`src/rtl/placement_pkg.sv`:
```
// Shared definitions for the post-placement cost evaluator: FSM encoding,
// the unplaced-coordinate marker and default sizing.
package placement_pkg;

    localparam int N_EDGE_DEF  = 88;
    localparam int W_DEF       = 32;
    localparam int EDGE_AW_DEF = 10;
    localparam int POS_AW_DEF  = 7;

    // A coordinate equal to this value means the placer never placed the node.
    localparam int UNPLACED = -1;

    typedef enum logic [2:0] {
        S_IDLE = 3'd0,
        S_EDGE = 3'd1,
        S_RDA  = 3'd2,
        S_RDB  = 3'd3,
        S_ABS  = 3'd4,
        S_ACC  = 3'd5,
        S_FIN  = 3'd6
    } state_t;

endpackage

```
`src/rtl/placement_cost_eval_edge_cost_calc.sv`:
```
// Combinational per-edge cost: |dx|, |dy|, Manhattan length, 1-hop length and
// the unplaced-endpoint flag. Zero latency, no flow control.
module edge_cost_calc
    import placement_pkg::*;
#(
    parameter int W = W_DEF
) (
    input  logic [W-1:0] ax,
    input  logic [W-1:0] ay,
    input  logic [W-1:0] bx,
    input  logic [W-1:0] by,
    output logic [W-1:0] dx,
    output logic [W-1:0] dy,
    output logic [W-1:0] len,
    output logic [W-1:0] hop,
    output logic         skip
);

    localparam logic [W-1:0] UNPLACED_W = W'(UNPLACED);

    logic [W-1:0] diff_x;
    logic [W-1:0] diff_y;

    always_comb begin
        diff_x = ax - bx;
        diff_y = ay - by;
        dx     = diff_x[W-1] ? -diff_x : diff_x;
        dy     = diff_y[W-1] ? -diff_y : diff_y;
        len    = dx + dy;
        // ceil(d/2) as (d>>1) plus the dropped low bit
        hop    = (dx >> 1) + W'(dx[0]) + (dy >> 1) + W'(dy[0]);
        skip   = (ax == UNPLACED_W) || (ay == UNPLACED_W) ||
                 (bx == UNPLACED_W) || (by == UNPLACED_W);
    end

endmodule

```
`src/rtl/placement_cost_eval.sv`:
```
// Walks the edge ROMs, fetches both endpoint positions and accumulates wirelength,
// 1-hop wirelength, longest edge and an unplaced flag; 5 cycles/edge, done at 5*N_EDGE+2.
module placement_cost_eval
    import placement_pkg::*;
#(
    parameter int N_EDGE  = N_EDGE_DEF,
    parameter int W       = W_DEF,
    parameter int EDGE_AW = EDGE_AW_DEF,
    parameter int POS_AW  = POS_AW_DEF
) (
    input  logic               clk,
    input  logic               reset,
    input  logic               start,
    output logic               busy,
    output logic               done,
    output logic               edge_re,
    output logic [EDGE_AW-1:0] edge_addr,
    input  logic [W-1:0]       edge_a,
    input  logic [W-1:0]       edge_b,
    output logic               pos_re,
    output logic [POS_AW-1:0]  pos_addr,
    input  logic [W-1:0]       pos_x,
    input  logic [W-1:0]       pos_y,
    output logic [W-1:0]       sum,
    output logic [W-1:0]       sum_1hop,
    output logic [W-1:0]       max_len,
    output logic               unplaced
);

    localparam logic [EDGE_AW-1:0] LAST_IDX = EDGE_AW'(N_EDGE - 1);

    state_t              state_q, state_d;
    logic [EDGE_AW-1:0]  i_q, i_d;
    logic [POS_AW-1:0]   b_id_q, b_id_d;
    logic [W-1:0]        ax_q, ax_d;
    logic [W-1:0]        ay_q, ay_d;
    logic [W-1:0]        dx_q, dx_d;
    logic [W-1:0]        dy_q, dy_d;
    logic [W-1:0]        len_q, len_d;
    logic [W-1:0]        hop_q, hop_d;
    logic                skip_q, skip_d;
    logic                busy_q, busy_d;
    logic                done_q, done_d;
    logic [W-1:0]        sum_q, sum_d;
    logic [W-1:0]        sum_1hop_q, sum_1hop_d;
    logic [W-1:0]        max_len_q, max_len_d;
    logic                unplaced_q, unplaced_d;

    logic [W-1:0]        calc_dx, calc_dy, calc_len, calc_hop;
    logic                calc_skip;

    // Node ids occupy only the low POS_AW bits of the edge ROM words.
    logic                unused_edge_hi;
    assign unused_edge_hi = ^{edge_a[W-1:POS_AW], edge_b[W-1:POS_AW]};

    edge_cost_calc #(
        .W (W)
    ) u_calc (
        .ax   (ax_q),
        .ay   (ay_q),
        .bx   (pos_x),
        .by   (pos_y),
        .dx   (calc_dx),
        .dy   (calc_dy),
        .len  (calc_len),
        .hop  (calc_hop),
        .skip (calc_skip)
    );

    always_comb begin
        state_d    = state_q;
        i_d        = i_q;
        b_id_d     = b_id_q;
        ax_d       = ax_q;
        ay_d       = ay_q;
        dx_d       = dx_q;
        dy_d       = dy_q;
        len_d      = len_q;
        hop_d      = hop_q;
        skip_d     = skip_q;
        busy_d     = busy_q;
        done_d     = 1'b0;
        sum_d      = sum_q;
        sum_1hop_d = sum_1hop_q;
        max_len_d  = max_len_q;
        unplaced_d = unplaced_q;
        edge_re    = 1'b0;
        pos_re     = 1'b0;
        pos_addr   = '0;

        case (state_q)
            S_IDLE: begin
                // busy_q is still high in the done cycle, so a start there is ignored.
                busy_d = 1'b0;
                if (start && !busy_q) begin
                    busy_d     = 1'b1;
                    sum_d      = '0;
                    sum_1hop_d = '0;
                    max_len_d  = '0;
                    unplaced_d = 1'b0;
                    i_d        = '0;
                    state_d    = (N_EDGE == 0) ? S_FIN : S_EDGE;
                end
            end
            S_EDGE: begin
                edge_re = 1'b1;
                state_d = S_RDA;
            end
            S_RDA: begin
                b_id_d   = edge_b[POS_AW-1:0];
                pos_re   = 1'b1;
                pos_addr = edge_a[POS_AW-1:0];
                state_d  = S_RDB;
            end
            S_RDB: begin
                ax_d     = pos_x;
                ay_d     = pos_y;
                pos_re   = 1'b1;
                pos_addr = b_id_q;
                state_d  = S_ABS;
            end
            S_ABS: begin
                dx_d    = calc_dx;
                dy_d    = calc_dy;
                len_d   = calc_len;
                hop_d   = calc_hop;
                skip_d  = calc_skip;
                state_d = S_ACC;
            end
            S_ACC: begin
                if (skip_q) begin
                    unplaced_d = 1'b1;
                end else begin
                    sum_d      = sum_q + dx_q + dy_q - W'(1);
                    sum_1hop_d = sum_1hop_q + hop_q - W'(1);
                    if ($signed(len_q) > $signed(max_len_q)) begin
                        max_len_d = len_q;
                    end
                end
                i_d     = i_q + EDGE_AW'(1);
                state_d = (i_q == LAST_IDX) ? S_FIN : S_EDGE;
            end
            S_FIN: begin
                // Registered outputs: done and the final busy cycle appear next cycle.
                done_d  = 1'b1;
                busy_d  = 1'b1;
                state_d = S_IDLE;
            end
            default: begin
                state_d = S_IDLE;
            end
        endcase
    end

    always_ff @(posedge clk or posedge reset) begin
        if (reset) begin
            state_q    <= S_IDLE;
            i_q        <= '0;
            b_id_q     <= '0;
            ax_q       <= '0;
            ay_q       <= '0;
            dx_q       <= '0;
            dy_q       <= '0;
            len_q      <= '0;
            hop_q      <= '0;
            skip_q     <= 1'b0;
            busy_q     <= 1'b0;
            done_q     <= 1'b0;
            sum_q      <= '0;
            sum_1hop_q <= '0;
            max_len_q  <= '0;
            unplaced_q <= 1'b0;
        end else begin
            state_q    <= state_d;
            i_q        <= i_d;
            b_id_q     <= b_id_d;
            ax_q       <= ax_d;
            ay_q       <= ay_d;
            dx_q       <= dx_d;
            dy_q       <= dy_d;
            len_q      <= len_d;
            hop_q      <= hop_d;
            skip_q     <= skip_d;
            busy_q     <= busy_d;
            done_q     <= done_d;
            sum_q      <= sum_d;
            sum_1hop_q <= sum_1hop_d;
            max_len_q  <= max_len_d;
            unplaced_q <= unplaced_d;
        end
    end

    assign busy      = busy_q;
    assign done      = done_q;
    assign edge_addr = i_q;
    assign sum       = sum_q;
    assign sum_1hop  = sum_1hop_q;
    assign max_len   = max_len_q;
    assign unplaced  = unplaced_q;

endmodule

```
`config.mk`:
```
export PLATFORM = sky130hd
export DESIGN_NAME = placement_cost_eval
export DESIGN_NICKNAME = d
export VERILOG_FILES = /design/src/rtl/placement_pkg.sv /design/src/rtl/placement_cost_eval_edge_cost_calc.sv /design/src/rtl/placement_cost_eval.sv
export SDC_FILE = /design/constraint.sdc
export NUM_CORES = 1
export LEC_CHECK = 0
export BUFFER_PORTS_ARGS = -buffer_cell sky130_fd_sc_hd__buf_2
export CAP_MARGIN = 10
export CORE_ASPECT_RATIO = 2
export CORE_MARGIN = 10
export CORE_UTILIZATION = 55
export DETAILED_ROUTE_END_ITERATION = 12
export HOLD_SLACK_MARGIN = 0.05
export PLACE_DENSITY = 0.86
export SLEW_MARGIN = 0
export SYNTH_ARGS = -nofsm -noshare
export SYNTH_HDL_FRONTEND = slang
export SYNTH_SLANG_ARGS = --single-unit
export TNS_END_PERCENT = 1
```
`constraint.sdc`:
```
create_clock -name clk -period 11 [get_ports clk]
set_input_delay 1.1 -clock clk [delete_from_list [all_inputs] [get_ports clk]]
set_output_delay 1.1 -clock clk [all_outputs]
set_load 0.05 [all_outputs]
```
Word-level counts from Yosys, hierarchy flattened

Index checks and enable logic that the tools add are counted.

Register bits: 312
Bits of input ports: 131
Output and inout port bits: 118

Add/sub/neg operators: 14
Magnitude comparators: 1
Eq/ne operators: 15
Mux-type cells: 24
Reduce and logical (&&, ||, !) cells: 13

Operators with widths:

| kind                                                  | count |
|---|---|
| two-way mux 32 bit                                    | 7 |
| one-hot mux 32 bit (2 select lines)                   | 3 |
| adder 32 bit                                          | 4 |
| equality test 32 bit (second input constant)          | 4 |
| negation 32 bit                                       | 2 |
| subtractor 32 x 1 -> 32 bit (second input constant)   | 2 |
| subtractor 32 bit                                     | 2 |
| adder 31 x 1 -> 32 bit                                | 1 |
| adder 32 x 1 -> 32 bit                                | 1 |
| adder 32 x 31 -> 32 bit                               | 1 |
| greater-than comparator 32 bit                        | 1 |
| one-hot mux 10 bit (2 select lines)                   | 1 |
| one-hot mux 3 bit (6 select lines)                    | 1 |
| one-hot mux 7 bit (2 select lines)                    | 1 |
| adder 10 x 1 -> 10 bit (second input constant)        | 1 |
| equality test 10 x 7 -> 1 bit (second input constant) | 1 |
| two-way mux 10 bit                                    | 1 |
| equality test 3 bit (second input constant)           | 3 |
| inequality test 2 bit (second input constant)         | 4 |
| equality test 3 x 2 -> 1 bit (second input constant)  | 2 |
| two-way mux 1 bit                                     | 6 |
| two-way mux 3 bit                                     | 2 |
| AND reduction 3 bit                                   | 2 |
| one-hot mux 1 bit (2 select lines)                    | 2 |
| 9 further kinds                                       | 12 |

Logic depth before layout (Yosys ltp)

Word-level depth: 6
Depth in mapped cells: 30
Mapped depth without buffers: 29

Modules after synthesis

From an unflattened synthesis, not the netlist that was laid out.

Cell total of the unflattened synthesis: 3165
Area total of the unflattened synthesis: 27198.6 sq um

By module, submodules not included:

| module              | times used | cells an instance | area an instance (sq um) | sequential area each (sq um) |
|---|---|---|---|---|
| placement_cost_eval | 1          | 1813              | 17790.8                  | 7807.5 |
| edge_cost_calc      | 1          | 1352              | 9407.8                   | 0.0 |

Least setup slack after synthesis

OpenSTA, ideal clock, no wires.

Kind: input-to-reg
From: in pos_x[15]
To: reg hop_q[30]
Setup time: 0.125 ns
Arrival: 7.371 ns
Data required time: 10.875 ns
Path slack: 3.504 ns
Stages on the path: 29
Buffers on the path: 3
Cell sequence: inv_1 -> ha_1 -> clkbuf_1 -> and2_1 -> or4_1 -> a21oi_1 -> a2111oi_0 -> o22ai_1 -> mux2i_1 -> nor2_1 -> clkbuf_1 -> clkbuf_1 -> nor2_1 -> xor2_1 -> inv_1 -> ha_1 -> inv_1 -> fa_1 -> inv_1 -> a21oi_1 -> o21ai_0 -> a221oi_1 -> a21oi_1 -> o41ai_1 -> o41ai_1 -> or4_1 -> a41oi_1 -> xnor2_1 -> mux2_2

Elaborated cells between the ends (all ways): 6
Classes of those cells: add/sub: 5; mux: 1

RTL lines:

| element                 | line                                     | text |
|---|---|---|
| start: declaration      | placement_cost_eval.sv:22                | `input logic [W-1:0] pos_x,` |
| subtractor 32 bit       | placement_cost_eval_edge_cost_calc.sv:25 | `diff_x = ax - bx;` |
| two-way mux 32 bit      | placement_cost_eval_edge_cost_calc.sv:27 | `dx = diff_x[W-1] ? -diff_x : diff_x;` |
| named net calc_dx[3]    | placement_cost_eval.sv:49                | `logic [W-1:0] calc_dx, calc_dy, calc_len, calc_hop;` |
| adder 31 x 1 -> 32 bit  | placement_cost_eval_edge_cost_calc.sv:31 | `hop = (dx >> 1) + W'(dx[0]) + (dy >> 1) + W'(dy[0]);` |
| adder 32 x 31 -> 32 bit | placement_cost_eval_edge_cost_calc.sv:31 |  |
| adder 32 x 1 -> 32 bit  | placement_cost_eval_edge_cost_calc.sv:31 |  |
| end signal: assignment  | placement_cost_eval.sv:182               | `hop_q <= hop_d;` |
| end: declaration        | placement_cost_eval.sv:40                | `logic [W-1:0] hop_q, hop_d;` |

The timed path passes the listed nets, and every way through them passes these cells.
A chain may end at the register's enable or synchronous reset.

Worst setup path in the final report

From: in pos_y[4]
To: reg hop_q[30]

Elaborated cells between the ends (all ways): 5
Classes of those cells: add/sub: 4; mux: 1

RTL lines:

| element                 | line                                     | text |
|---|---|---|
| start: declaration      | placement_cost_eval.sv:23                | `input logic [W-1:0] pos_y,` |
| subtractor 32 bit       | placement_cost_eval_edge_cost_calc.sv:26 | `diff_y = ay - by;` |
| two-way mux 32 bit      | placement_cost_eval_edge_cost_calc.sv:28 | `dy = diff_y[W-1] ? -diff_y : diff_y;` |
| named net calc_dy[2]    | placement_cost_eval.sv:49                |  |
| adder 32 x 31 -> 32 bit | placement_cost_eval_edge_cost_calc.sv:31 |  |
| adder 32 x 1 -> 32 bit  | placement_cost_eval_edge_cost_calc.sv:31 |  |

The timed path passes the listed nets, and every way through them passes these cells.

==> impl_summary.md <==
Run
Across the run, the number of max-cap violations was 0.

Die
After floorplanning, the core was sized to cover 47500 um^2. The die covers 57600 um^2. The die is 175 um wide. The initialized floorplan defines 113 standard-cell rows. The die outline height is 330 um. During I/O placement, the number of pins put on the boundary was 249.

The initial standard-cell utilization of the core is 55.5%.

Worst setup path
In this run the critical register-to-register path is launched from ay_q[4]$_DFFE_PP0N_. The endpoint identified for the worst register-to-register timing path is hop_q[30]$_DFFE_PP0P_. Along the worst path, the maximum fanout reaches 10. The number of cells on the worst reg-to-reg path is 25. The worst setup path is captured at a register. The required time of the critical path is 11.47 ns. Data arrives at the worst endpoint at 9.00 ns. The worst setup path is of the in2reg kind. The setup slack on the worst flop-to-flop path is 2.71 ns. STA classifies the critical path startpoint as a primary input.

The cell at the slowest stage of the critical path is sky130_fd_sc_hd__o41ai_1. The largest incremental delay on the critical path is 0.71 ns.

Drt
The first TritonRoute pass finished after 7 iterations. The detail-routed net length per standard cell is 18.6 um. The via density per instance is 5.78. The number of design rule violations left after detail routing is 0. The number of routed nets with antenna violations is 0. The first-iteration detailed-routing DRC count is 1607. The sum of routed wire length over all layers is 74.0 mm. Across all layers, the routed design uses 23000 vias.

Cells and area
The net count of the finished layout is 3799. The final design utilization is 61.0%. The filler cell count is 4146.

The library cells used most frequently in the layout, excluding fill and tap cells, are sky130_fd_sc_hd__inv_1, sky130_fd_sc_hd__nand2_1, sky130_fd_sc_hd__o21ai_0, sky130_fd_sc_hd__dfrtp_1, sky130_fd_sc_hd__ha_1. The footprint of the multi-input gates is 16300 um^2. The antenna diode count is 0.

Relative to the synthesized area, the layout overhead comes to 9.98%. The sequential cell area is 7810 um^2. Of the cells placed in the final design, the portion with a size suffix greater than 1 is 10.2%. The library cell used most frequently in the layout, excluding fill and tap cells, is sky130_fd_sc_hd__inv_1.

Clocking
The number of gates resized after CTS was 0. The clock-pin slew on the worst setup and hold paths is 0.07 ns. The number of setup buffers added after CTS is 0. The clock latency on the worst-skew pair is 0.59 ns. Counting along the longest clock path gives a buffer depth of 3.

After clock tree synthesis, the flow added hold-fix buffers numbering 0. The clock tree from TritonCTS is built. The tree built by TritonCTS fans out to 312 sinks. The level count of the clock H-tree is 1.

CTS placed an instance of sky130_fd_sc_hd__clkbuf_16 at the clock tree root. The number of clock buffers added by TritonCTS is 29.

Placement
Routability-driven placement finished with a final weighted congestion of 0.981. The count of input and output buffers is 198. The final HPWL from detailed placement is 59.2 mm.

Timing
The setup skew after layout is 0.0112 ns. Setup violations remaining at the end of the flow were counted as 0. The final max-slew violation count came to 0. The hold violation count in the final report is 0. The fmax is 117 MHz. After layout, the minimum clock period comes to 8.52 ns.

Adding up every negative setup slack in the final design gives 0 ns. For the pin with the worst max-slew slack, the measured transition is 1.28 ns. Setup repair after global routing left no endpoint under its margin. The worst-case headroom to the max-slew limit is 13.6%. The final worst-path cycle share is 77.5%.

Synth
The synthesized netlist occupies a cell area of 26400 um^2. The fraction of registers with async set or reset after synthesis is 100%. Summed over all instances, the cell type with the most area after synthesis is sky130_fd_sc_hd__dfrtp_1. The number of nets in the synthesized netlist is 3640. By area the synthesized netlist is led by sky130_fd_sc_hd__dfrtp_1, sky130_fd_sc_hd__ha_1, sky130_fd_sc_hd__inv_1, sky130_fd_sc_hd__o21ai_0, sky130_fd_sc_hd__nand2_1. The post-synthesis sequential area ratio is 29.6%.

Yosys printed 0 warnings. The dominant register cell in the synthesized netlist is sky130_fd_sc_hd__dfrtp_1. The synthesized netlist contains 88 unique library cells. The top cell type by area accounts for 29.6% of the synthesized area.

In the synthesized netlist, the number of instances is 3161. The synthesized area per cell is 8.34 um^2. Yosys mapped a number of flops with a built-in enable equal to 0. After synthesis the netlist holds a flip-flop and latch count of 312.

Global route
In the global route stage, met2 resource usage came out at 45.6%. The global router's overall resource usage is 25.1%. The via count of the first global-routing pass is 23400. After global routing, the most crowded layer is met2. The leftover overflow at the end of global routing is 0. The met1 track utilization from global routing is 24.1%.

The first global-routing pass estimated 117 mm of wire. The initial antenna violation count is 0. In the global route stage, met3 resource usage came out at 3.70%.

Entering global routing, the biggest net connects 128 pins.

Worst hold path
The launch point of the worst hold path is hop_q[15]$_DFFE_PP0P_. The depth of the worst hold-timing path is 2. The classification of the worst-slack hold path is reg2reg. The worst-case hold path end point is hop_q[15]$_DFFE_PP0P_.

Run status
The run finished with clean final reports.
layout make-up:
cell class              instances  area share (%)
flip-flops and latches        312            26.9
clock inverters                22           0.889
repair buffers                221            4.01
multi-input cells            2245            56.2
clock buffers                  31            2.56
well taps                     632            2.73
inverters                     511            6.64
sequential cells by signal, summed over array words and instances, names as in the netlist:
| signal | count |
|---|---|
| done | 1 |
| ay_q | 32 |
| skip_q | 1 |
| edge_addr | 10 |
| b_id_q | 7 |
| state_q | 3 |
| hop_q | 32 |
| busy | 1 |
| ax_q | 32 |
| dy_q | 32 |
| sum_1hop | 32 |
| dx_q | 32 |
| max_len | 32 |
| sum | 32 |
| unplaced | 1 |
| len_q | 32 |
Yosys cell counts (all sizes together), types with 26 or more instances:
cell    instances
o21ai         327
a21o           61
nor3           41
mux2           26
inv           511
a21oi         157
o31ai          28
ha            283
xnor2         120
a31oi          27
clkbuf         87
nand3          41
fa             65
xor2           95
nand2         360
mux2i          49
nand4          60
nor2          138
dfrtp         312
how the worst max path moves through the flow:
stage / slack [ns] / to / cells past startpoint / from
finish: 2.48 / hop_q[30]$_DFFE_PP0P_ / 27 / pos_y[4]
detailed placement: 2.13 / hop_q[30]$_DFFE_PP0P_ / 26 / pos_x[15]
CTS: 2.70 / hop_q[30]$_DFFE_PP0P_ / 27 / pos_y[4]
global route: 1.98 / hop_q[30]$_DFFE_PP0P_ / 27 / pos_x[8]
floorplan: 1.27 / ax_q[0]$_DFFE_PP0N_ / 1 / reset
global placement: 2.15 / hop_q[30]$_DFFE_PP0P_ / 26 / pos_x[15]
per-stage QoR:
stage                     hold WS, ns  worst slack [ns]  instance area (um^2)  instances
after floorplan                 0.450              1.27                 26400       3161
after global placement          0.462              2.15                 28000       3921
after detailed placement        0.470              2.13                 28000       3921
after CTS                       0.485              2.70                 29000       3974
after global routing            0.507              1.98                 29000       3974
final                           0.481              2.48                 29000       3974
kinds of logic after synthesis:
family | count (synthesis) | share of synthesized area (%)
simple gates | 818 | 14.8
flops | 312 | 29.6
xor+xnor | 215 | 7.14
compound gates | 789 | 18.5
mux | 75 | 2.97
fa+ha+maj | 348 | 18.4
buf+inv | 604 | 8.64
critical path: cells and delay by family:
kind	cells	cell delay, ns
AO/OA/AOI/OAI	14	4.18
XOR/XNOR	3	1.13
adder cells (fa/ha/maj)	3	1.29
buffers and inverters	3	0.22
multiplexers	1	0.26
AND/OR/NAND/NOR	3	0.79
routing by layer:
| layer | wire, um | share of wire [%] | vias up |
|---|---|---|---|
| li1 | - | - | 11100 |
| met1 | 25700 | 35 | 10900 |
| met2 | 37500 | 51 | 683 |
| met3 | 3320 | 4.5 | 309 |
| met4 | 7530 | 10 | 0 |
| met5 | 0 | 0 | - |
Power is not shown: default switching activity piles up to over one toggle a cycle in this logic, so the estimate is an artifact.
